### src/rtl/efuse_pulse_meter.sv
// aen edge detector plus a saturating counter of the current aen-high width.
module efuse_pulse_meter #(
    parameter int unsigned CW = 10
) (
    input  logic          clk,
    input  logic          rst_n,
    input  logic          aen,
    output logic          rise,
    output logic          fall,
    output logic [CW-1:0] width
);

    logic aen_q;

    assign rise = aen & ~aen_q;
    assign fall = ~aen & aen_q;

    // width keeps the length of the last pulse until the next rise.
    always_ff @(posedge clk) begin
        if (!rst_n) begin
            aen_q <= 1'b0;
            width <= '0;
        end else begin
            // NOTE: non-blocking assignments so every register samples pre-edge values.
            aen_q <= aen;
            if (rise) begin
                width <= CW'(1);
            end else if (aen && (width != '1)) begin
                width <= width + CW'(1);
            end
        end
    end

endmodule

### config.mk
export PLATFORM = sky130hd
export DESIGN_NAME = efuse_pulse_meter
export DESIGN_NICKNAME = d
export VERILOG_FILES = /design/src/rtl/efuse_pulse_meter.sv
export SDC_FILE = /design/constraint.sdc
export NUM_CORES = 1
export LEC_CHECK = 0
export CORE_MARGIN = 2
export CORE_UTILIZATION = 45
export DETAILED_ROUTE_END_ITERATION = 10
export PLACE_DENSITY = 0.74
export SKIP_CTS_REPAIR_TIMING = 1
export SLEW_MARGIN = 20
export SYNTH_ARGS = -nofsm -noshare
export SYNTH_HDL_FRONTEND = slang
export SYNTH_SLANG_ARGS = --single-unit
### constraint.sdc
create_clock -name clk -period 1.8 [get_ports clk]
set_input_delay 0.18 -clock clk [delete_from_list [all_inputs] [get_ports clk]]
set_output_delay 0.18 -clock clk [all_outputs]
set_load 0.005 [all_outputs]
==> impl_metrics.tcl <==
set metrics [dict create \
    dr.pass1.iters 4 \
    startpoint_type "primary input" \
    overflow 0 \
    clkLatencyLatePin_ps 270 \
    cts_tree "built" \
    route.met2.wl_um 580 \
    wl_mm 1.21 \
    comb_power_share_pct 8.2 \
    grt_pass1_wl_mm 1.95 \
    grt_pass1_vias 452 \
    initial_utilization_pct 47.0 \
    antennaDiodeCount 0 \
    netlist_instances 65 \
    ff_latch_area_um2 220 \
    fillers 109 \
    endpoint_kind "primary output" \
    worst_slack_ps 116 \
    worst-path-max-fanout 7 \
    routedWlPerCell_um 12.1 \
    synth.yosys.seq_area_share_pct 37.4 \
    worstMarginPinSlew_ps 322 \
    fp.dieH_um 40.2 \
    syn_nets 69 \
    cts_made_buffers 3 \
    grt_max_degree 9 \
    area_growth_pct 33.4 \
    avgSynthCellArea_um2 9.05 \
    maxSlewHeadroom_pct 78.4 \
    path_class "in2out" \
    hold_viol 0 \
    drtAntennaViolNets 0 \
    final_cell_mix "clkdlybuf4s50_1, dfxtp_1, nand2_1" \
    synth_area_leaders "dfxtp_1, a211oi_1, a2111oi_4" \
    route.met3.wl_um 49 \
    maxSlewViolCount 0 \
    viasPerCell 5.33 \
    num_vias 533 \
    synth.cell_area_um2 588 \
    highest_layer "met4" \
    portBuffers 14 \
    switchingPower_uw 107 \
    powerDensity_nw_per_um2 586 \
    drt-initial-drc-count 6 \
    die_w_um 40.2 \
    rsz0062_at_grt "no" \
    swShare_pct 23.4 \
    dieArea_um2 1610 \
    min_period_ps 1680 \
    seq_power_share_pct 54.2 \
    wirelength_met1_um 570 \
    clock_skew_ps 3.75 \
    rows 13 \
    p_clk_share_pct 37.6 \
    status "complete, no violations" \
    p_int_uw 352 \
    clk_pin_slew_worst_paths_ps 70 \
    arrival_ps 1500 \
    core_um2 1250 \
    h-tree-depth 1 \
    leakagePower_nw 0.272 \
    drive_gt1_share_pct 12.9 \
    place_ws_ps 40.6 \
    yosys_warnings 0 \
    cts_sinks 11 \
    finalSetupViolCount 0 \
    grt_usage_pct 19.0 \
    period_share_pct 93.6 \
    cts_buffer_depth 2 \
    drv_cap 0 \
    ios 15 \
    tns_ps 0 \
    gp_congestion 0.769 \
    synth_top_area_share_pct 37.4 \
    fmax_ghz 0.594 \
    cts_root_buf "clkbuf_4" \
    place_hpwl_um 919 \
    hold_path_class "reg2reg" \
    antenna_found_initial 0 \
    drc 0 \
    yosysTopAreaCell "dfxtp_1" \
    final_common_cell "clkdlybuf4s50_1" \
    crit_required_ps 1620 \
    multi_input_area_um2 342 \
    ys_types 27 \
    fin_nets 90 \
    ys_seq_elements 11 \
    ir_drop_uv 356 \
    power.total_uw 460 \
]
## critical path: stages
cell and delay [ps]:
clkdlybuf4s50_1 620, nand2b_1 140, inv_1 70, clkdlybuf4s50_1 490
## final cells by class
| type | count | share of cell area [%] |
|---|---|---|
| clock buffer | 4 | 3.35 |
| inverter | 2 | 0.957 |
| multi-input combinational | 50 | 43.5 |
| sequential | 11 | 28.1 |
| tap | 15 | 2.39 |
| timing repair buffer | 18 | 21.7 |
## power groups by stage
stage | Combinational, mW | Sequential (mW) | Clock [mW]
after CTS | 0.0380 | 0.249 | 0.179
after floorplan | 0.0155 | 0.257 | 0
after global placement | 0.0375 | 0.255 | 0
final | 0.0375 | 0.249 | 0.173
after global routing | 0.0411 | 0.250 | 0.192
after detailed placement | 0.0377 | 0.255 | 0
## per-stage QoR
stage	std cells	cell area (um^2)	hold WS (ps)	util, %
finish	100	785	520	62.6
global route	100	785	554	62.6
CTS	100	785	526	62.6
detailed placement	96	758	516	60.5
global placement	96	758	507	60.5
floorplan	65	588	329	-
## worst paths after layout
check / depth (start not counted) / slack [ps] / endpoint / from
worst min register to register: 1 / 520 / width[8]$_SDFFE_PP0P_ / width[8]$_SDFFE_PP0P_
worst max register to register: 5 / 290 / width[0]$_SDFFE_PN0P_ / width[1]$_SDFFE_PP0P_
worst min-delay path: 1 / 520 / width[8]$_SDFFE_PP0P_ / width[8]$_SDFFE_PP0P_
worst max-delay path: 4 / 120 / rise / aen
## cell usage after synthesis, drive strengths merged
cell and count:
a2111oi 1, and4 3, dfxtp 11, o21bai 1
buf 2, inv 2, nor2 7, nor2b 2
o21ai 1, ha 1, a41o 1, a21oi 2
and2 2, nand3 3, a31oi 3, nand4 2
nand2 7, xnor2 2, nor3 3, nor4 2
nand2b 1, a211oi 5, nor3b 1
## layer usage
layer  up-vias  global-route usage, %
met1       236                   23.4
met2        12                   28.6
li1        283                      -
met5         -                      0
met3         2                   6.67
met4         0                   10.3
## cell families after synthesis
| group | after synthesis | share of synthesized area (%) |
|---|---|---|
| compound gates | 14 | 19.8 |
| simple gates | 33 | 33.2 |
| xor+xnor | 2 | 2.98 |
| fa+ha+maj | 1 | 2.13 |
| flops | 11 | 37.4 |
| buf+inv | 4 | 4.47 |
## sequential cells by signal, indices dropped and copies added (netlist names)
register,flops
aen_q,1
width,10
Power figures use the tool's default switching activity.
